**src/rtl/keccak_seq_pkg.sv**
```systemverilog
// Shared encodings for the Keccak round sequencer: FSM states, lane-memory
// owner codes and the fixed engine order of one permutation round.
package keccak_seq_pkg;

  typedef enum logic [2:0] {
    IDLE    = 3'd0,
    LAUNCH  = 3'd1,
    WAIT    = 3'd2,
    ADVANCE = 3'd3,
    FINISH  = 3'd4,
    FAULT   = 3'd5
  } seqState_e;

  // Lane-memory owner: the host owns it at 0, engine k owns it at k+1.
  localparam logic [2:0] MEM_HOST = 3'd0;

  localparam int THETA = 0;
  localparam int RHO   = 1;
  localparam int PI    = 2;
  localparam int CHI   = 3;
  localparam int IOTA  = 4;

  localparam int ROUNDS_DEFAULT = 24;

endpackage

```
**src/rtl/step_watchdog.sv**
```systemverilog
// Per-step timeout counter: counts enabled cycles, saturates at all-ones and
// flags the enabled cycle whose increment reaches that terminal count.
module step_watchdog #(
  parameter int WDW = 8
) (
  input  logic clk,
  input  logic rst,
  input  logic clr,
  input  logic en,
  output logic terminal
);

  localparam logic [WDW-1:0] TERM_CNT = {WDW{1'b1}};

  logic [WDW-1:0] count;

  always_ff @(posedge clk) begin
    if (rst || clr) begin
      count <= '0;
    end else if (en && (count != TERM_CNT)) begin
      count <= count + WDW'(1);
    end
  end

  // Asserted one cycle early so the FSM leaves WAIT on the very edge the
  // count reaches its terminal value.
  assign terminal = en && (count == (TERM_CNT - WDW'(1)));

endmodule

```
**src/rtl/keccak_round_sequencer.sv**
```systemverilog
// Round/step scheduler for the Keccak permutation: launches the step engines
// in order for ROUNDS rounds and arbitrates ownership of the shared lane memory.
module keccak_round_sequencer
  import keccak_seq_pkg::*;
#(
  parameter int ROUNDS = ROUNDS_DEFAULT,
  parameter int NSTEPS = 5,
  parameter int RW     = 5,
  parameter int WDW    = 8
) (
  input  logic              clk,
  input  logic              rst,
  input  logic              start,
  input  logic              abort,
  input  logic [NSTEPS-1:0] step_done,
  output logic [NSTEPS-1:0] step_start,
  output logic [2:0]        mem_sel,
  output logic [RW-1:0]     round_idx,
  output logic              busy,
  output logic              done,
  output logic              error
);

  localparam int SW = (NSTEPS > 1) ? $clog2(NSTEPS) : 1;
  localparam logic [NSTEPS-1:0] LAUNCH_ONE = NSTEPS'(1);

  seqState_e         state, stateNxt;
  logic [SW-1:0]     stepQ, stepNxt;
  logic [RW-1:0]     roundNxt;
  logic [NSTEPS-1:0] stepStartNxt;
  logic [2:0]        memSelNxt;
  logic              busyNxt, doneNxt, errorNxt;
  logic              wdClr, wdEn, wdTerminal;
  logic              stepAck, lastStep, lastRound;

  // Only the engine currently launched may complete the step.
  assign stepAck   = step_done[stepQ];
  assign lastStep  = (int'(stepQ) >= NSTEPS - 1);
  assign lastRound = (int'(round_idx) >= ROUNDS - 1);

  assign wdEn  = (state == WAIT);
  assign wdClr = (state != WAIT);

  step_watchdog #(
    .WDW(WDW)
  ) u_watchdog (
    .clk      (clk),
    .rst      (rst),
    .clr      (wdClr),
    .en       (wdEn),
    .terminal (wdTerminal)
  );

  always_comb begin
    stateNxt = state;
    stepNxt  = stepQ;
    roundNxt = round_idx;

    case (state)
      IDLE: begin
        if (start) begin
          stateNxt = LAUNCH;
          stepNxt  = SW'(THETA);
          roundNxt = '0;
        end
      end
      LAUNCH: stateNxt = WAIT;
      WAIT: begin
        if (stepAck) begin
          stateNxt = ADVANCE;
        end else if (wdTerminal) begin
          stateNxt = FAULT;
        end
      end
      ADVANCE: begin
        if (!lastStep) begin
          stepNxt  = stepQ + SW'(1);
          stateNxt = LAUNCH;
        end else if (!lastRound) begin
          roundNxt = round_idx + RW'(1);
          stepNxt  = '0;
          stateNxt = LAUNCH;
        end else begin
          stateNxt = FINISH;
        end
      end
      FINISH: stateNxt = IDLE;
      FAULT: begin
        if (start) begin
          stateNxt = IDLE;
        end
      end
      default: stateNxt = IDLE;
    endcase

    // Abort outranks engine completion and the watchdog for an active run.
    if (abort && (state != IDLE) && (state != FAULT)) begin
      stateNxt = IDLE;
    end

    if (stateNxt == IDLE) begin
      stepNxt  = '0;
      roundNxt = '0;
    end

    // Outputs are decoded from the next state so they register with it.
    stepStartNxt = (stateNxt == LAUNCH) ? (LAUNCH_ONE << stepNxt) : '0;
    memSelNxt    = (stateNxt inside {LAUNCH, WAIT, ADVANCE}) ? (3'(stepNxt) + 3'd1) : MEM_HOST;
    busyNxt      = (stateNxt inside {LAUNCH, WAIT, ADVANCE, FINISH});
    doneNxt      = (stateNxt == FINISH);
    errorNxt     = (stateNxt == FAULT);
  end

  always_ff @(posedge clk) begin
    if (rst) begin
      state      <= IDLE;
      stepQ      <= '0;
      round_idx  <= '0;
      step_start <= '0;
      mem_sel    <= MEM_HOST;
      busy       <= 1'b0;
      done       <= 1'b0;
      error      <= 1'b0;
    end else begin
      state      <= stateNxt;
      stepQ      <= stepNxt;
      round_idx  <= roundNxt;
      step_start <= stepStartNxt;
      mem_sel    <= memSelNxt;
      busy       <= busyNxt;
      done       <= doneNxt;
      error      <= errorNxt;
    end
  end

endmodule

```
**config.mk**
```make
export PLATFORM = sky130hd
export DESIGN_NAME = keccak_round_sequencer
export DESIGN_NICKNAME = d
export VERILOG_FILES = /design/src/rtl/keccak_seq_pkg.sv /design/src/rtl/step_watchdog.sv /design/src/rtl/keccak_round_sequencer.sv
export SDC_FILE = /design/constraint.sdc
export NUM_CORES = 1
export LEC_CHECK = 0
export ABC_AREA = 1
export ABC_CLOCK_PERIOD_IN_PS = 2500
export BUFFER_PORTS_ARGS = -buffer_cell sky130_fd_sc_hd__buf_2
export CAP_MARGIN = 20
export CORE_MARGIN = 4
export CORE_UTILIZATION = 57
export CTS_BUF_LIST = sky130_fd_sc_hd__clkbuf_4 sky130_fd_sc_hd__clkbuf_8
export DETAILED_ROUTE_END_ITERATION = 10
export GPL_TIMING_DRIVEN = 0
export PLACE_DENSITY_LB_ADDON = 0.2
export SLEW_MARGIN = 40
export SYNTH_ARGS = -nofsm -noshare
export SYNTH_HDL_FRONTEND = slang
export SYNTH_SLANG_ARGS = --single-unit
```
**constraint.sdc**
```tcl
create_clock -name clk -period 2.5 [get_ports clk]
set_input_delay 0.125 -clock clk [delete_from_list [all_inputs] [get_ports clk]]
set_output_delay 0.125 -clock clk [all_outputs]
set_load 0.05 [all_outputs]
```
==> out/results.tsv <==
metric	value	unit
status	complete, no violations	
top-area cell type share of the netlist area	0.399	
Design Area, Final	1730	sq um
Rows	18	
CP Class	flip-flop to flip-flop	
hold endpoint	round_idx[0]	
Num CTS Buffers	5	
routed len/inst	11.1	um
Ant. Diodes	0	
H-tree depth	2	
Die H	59.4	um
R2R Path Start	round_idx[0]	
number of top-level pins	25	
first-pass GRT wire length	5020	um
CP max FO	8	
CTS tree	yes	
Least-Margin Pin Slew	0.437	ns
pre-CTS setup slack	0.401	ns
Distinct cells, synth	30	
Core Area	2500	sq um
Hold Path Depth	4	
Reg2Reg Depth	15	
Yosys Warn Count	0	
clk_lat worst skew	0.32	ns
die width	59.4	um
fraction of layout cells with a size suffix above 1	0.231	
CTS Buffer Depth	2	
Layout area overhead	14.7	%
Starting Density	0.602	
largest area contributor in the netlist	dfxtp_1	
Post-DP Area	1660	sq um
number of DRC markers in iteration 0	61	
max-cap violations	0	
crit path time final	2.11	ns
post-route setup slack	0.389	ns
PD cells	676	nW/um^2
endpoints failing setup	0	
Worst Skew	0.00853	ns
Avg Inst Size Synth	7.30	sq um
grt met3 use	0.0523	
final net count	252	
CP required	2.75	ns
mapped cell area	1500	sq um
M1 GR Usage	0.245	
fraction of registers with async set/reset	0	
vias post-DR	1371	
CTS Sinks	30	
drt pass-1 iters	4	
DRC Markers	0	
element type at the critical path start	flip-flop	
capturing point of the worst reg2reg path	mem_sel[2]	
HP Class	input pin to flip-flop	
CTS Root Buffer Type	clkbuf_4	
port bufs	24	
vias in the first global route	1229	
post-route ant nets	0	
R2R setup slack	0.39	ns
Via density	5.12	
syn nets	221	
WL final	2970	um
Rel. slew slack	0.707	
count leader, synth	nand2_1	
antenna violations before repair	0	
total negative setup slack	0	ns
top post-synthesis cells by area	dfxtp_1, nand2_1, inv_1, nor2_1, ha_1	
number of synthesized flops with an enable pin	0	
Remaining Overflow, GRT	0	
Slew Limit Fails	0	
CTS Hold Bufs	0	
Most Crowded Layer GR	met2	
routing usage on met2	0.284	
DIE AREA	3520	sq um
hold_sp	rst	
dominant synthesized flop cell	dfxtp_1	
Tcrit/Tclk final	0.845	
CP endpoint kind	flip-flop	
flops & latches, synth	30	
Post-synth top cells	nand2_1, dfxtp_1, inv_1, nor2_1, nand3_1	
Worst EP arrival	2.37	ns
Peak VDD IR	0.000646	V
unrepaired setup endpoints after global routing	no	
worst hold slack	0.182	ns
gp weighted congestion	0.867	
Syn Inst Count	206	
DP Wirelength	2330	um
GRT Overall Usage	0.191	
setup repair bufs after CTS	0	
largest net degree at the start of global routing	11	
register area share after synthesis	0.399	
achievable clock frequency	0.474	GHz
Tot Pwr	1170	uW
PostCTS Resize Cnt	0	
Final Hold Vio Count	0	
Static Leak	0.000795	uW
Clock Pin Slew Worst Setup and Hold Paths	0.08	ns
## cell type report
class | instances | area (sq um)
Multi-Input combinational cell | 142 | 776
Clock buffer | 7 | 58.8
Clock inverter | 1 | 5.00
Timing Repair Buffer | 24 | 120
Fill cell | 240 | 774
Inverter | 33 | 124
Buffer | 1 | 3.75
Sequential cell | 30 | 601
Tap cell | 30 | 37.5
## per-layer routing
metal	vias to the layer above	wire, um
met5	-	0
met2	36	1300
li1	723	-
met3	9	149
met1	603	1450
met4	0	68
## worst max-delay path, stage by stage, from the launching register on
cell,delay (ns)
dfxtp_1,0.36
ha_1,0.23
nand2_1,0.11
nand3_1,0.13
nand3_2,0.11
nand2_1,0.07
inv_2,0.05
nand2_2,0.07
nand2_4,0.10
nand3_4,0.14
nand2_1,0.15
inv_1,0.07
ha_1,0.20
inv_1,0.06
nand3_1,0.06
a21oi_1,0.15
## power by group
part | total, uW | switching, uW | internal (uW)
clock network | 304 | 157 | 147
registers | 526 | 19.9 | 506
logic | 336 | 246 | 90.0
## how the worst max path moves through the flow
stage	to	start	slack [ns]
floorplan	mem_sel[2]	round_idx[0]	0.26
global route	mem_sel[2]	round_idx[0]	0.11
detailed placement	mem_sel[2]	round_idx[0]	0.40
CTS	mem_sel[2]	round_idx[0]	0.37
global placement	mem_sel[2]	u_watchdog.count[0]	0.48
finish	mem_sel[2]	round_idx[0]	0.39
## through the flow
stage               utilization  std cells
global placement          0.665        260
global route              0.690        268
detailed placement        0.665        260
CTS                       0.690        268
floorplan                     -        206
finish                    0.690        268
## logic make-up after synthesis
group | Yosys count | share of synthesized area
AND/OR/NAND/NOR | 109 | 0.354
buffers and inverters | 34 | 0.0849
flip-flops | 30 | 0.399
AO/OA/AOI/OAI | 24 | 0.0940
adder cells (fa/ha/maj) | 6 | 0.0499
XOR/XNOR | 3 | 0.0175
## cells in the final DEF, fill, tap and decap left out, types with 5 or more instances in the layout
| cell type | n |
|---|---|
| o21ai_0 | 5 |
| nand2_1 | 42 |
| dfxtp_1 | 30 |
| nor2_2 | 5 |
| nand3_2 | 6 |
| clkbuf_4 | 6 |
| buf_2 | 24 |
| nand2_2 | 5 |
| nand3_1 | 14 |
| ha_1 | 6 |
| nor2_1 | 26 |
| a21oi_1 | 8 |
| inv_1 | 29 |
## sequential cells by signal, indices dropped and copies added (netlist names)
signal,flops
busy,1
state,3
error,1
u_watchdog.count,8
stepQ,3
step_start,5
round_idx,5
done,1
mem_sel,3
Note: power is estimated with default switching activity, not from simulation.
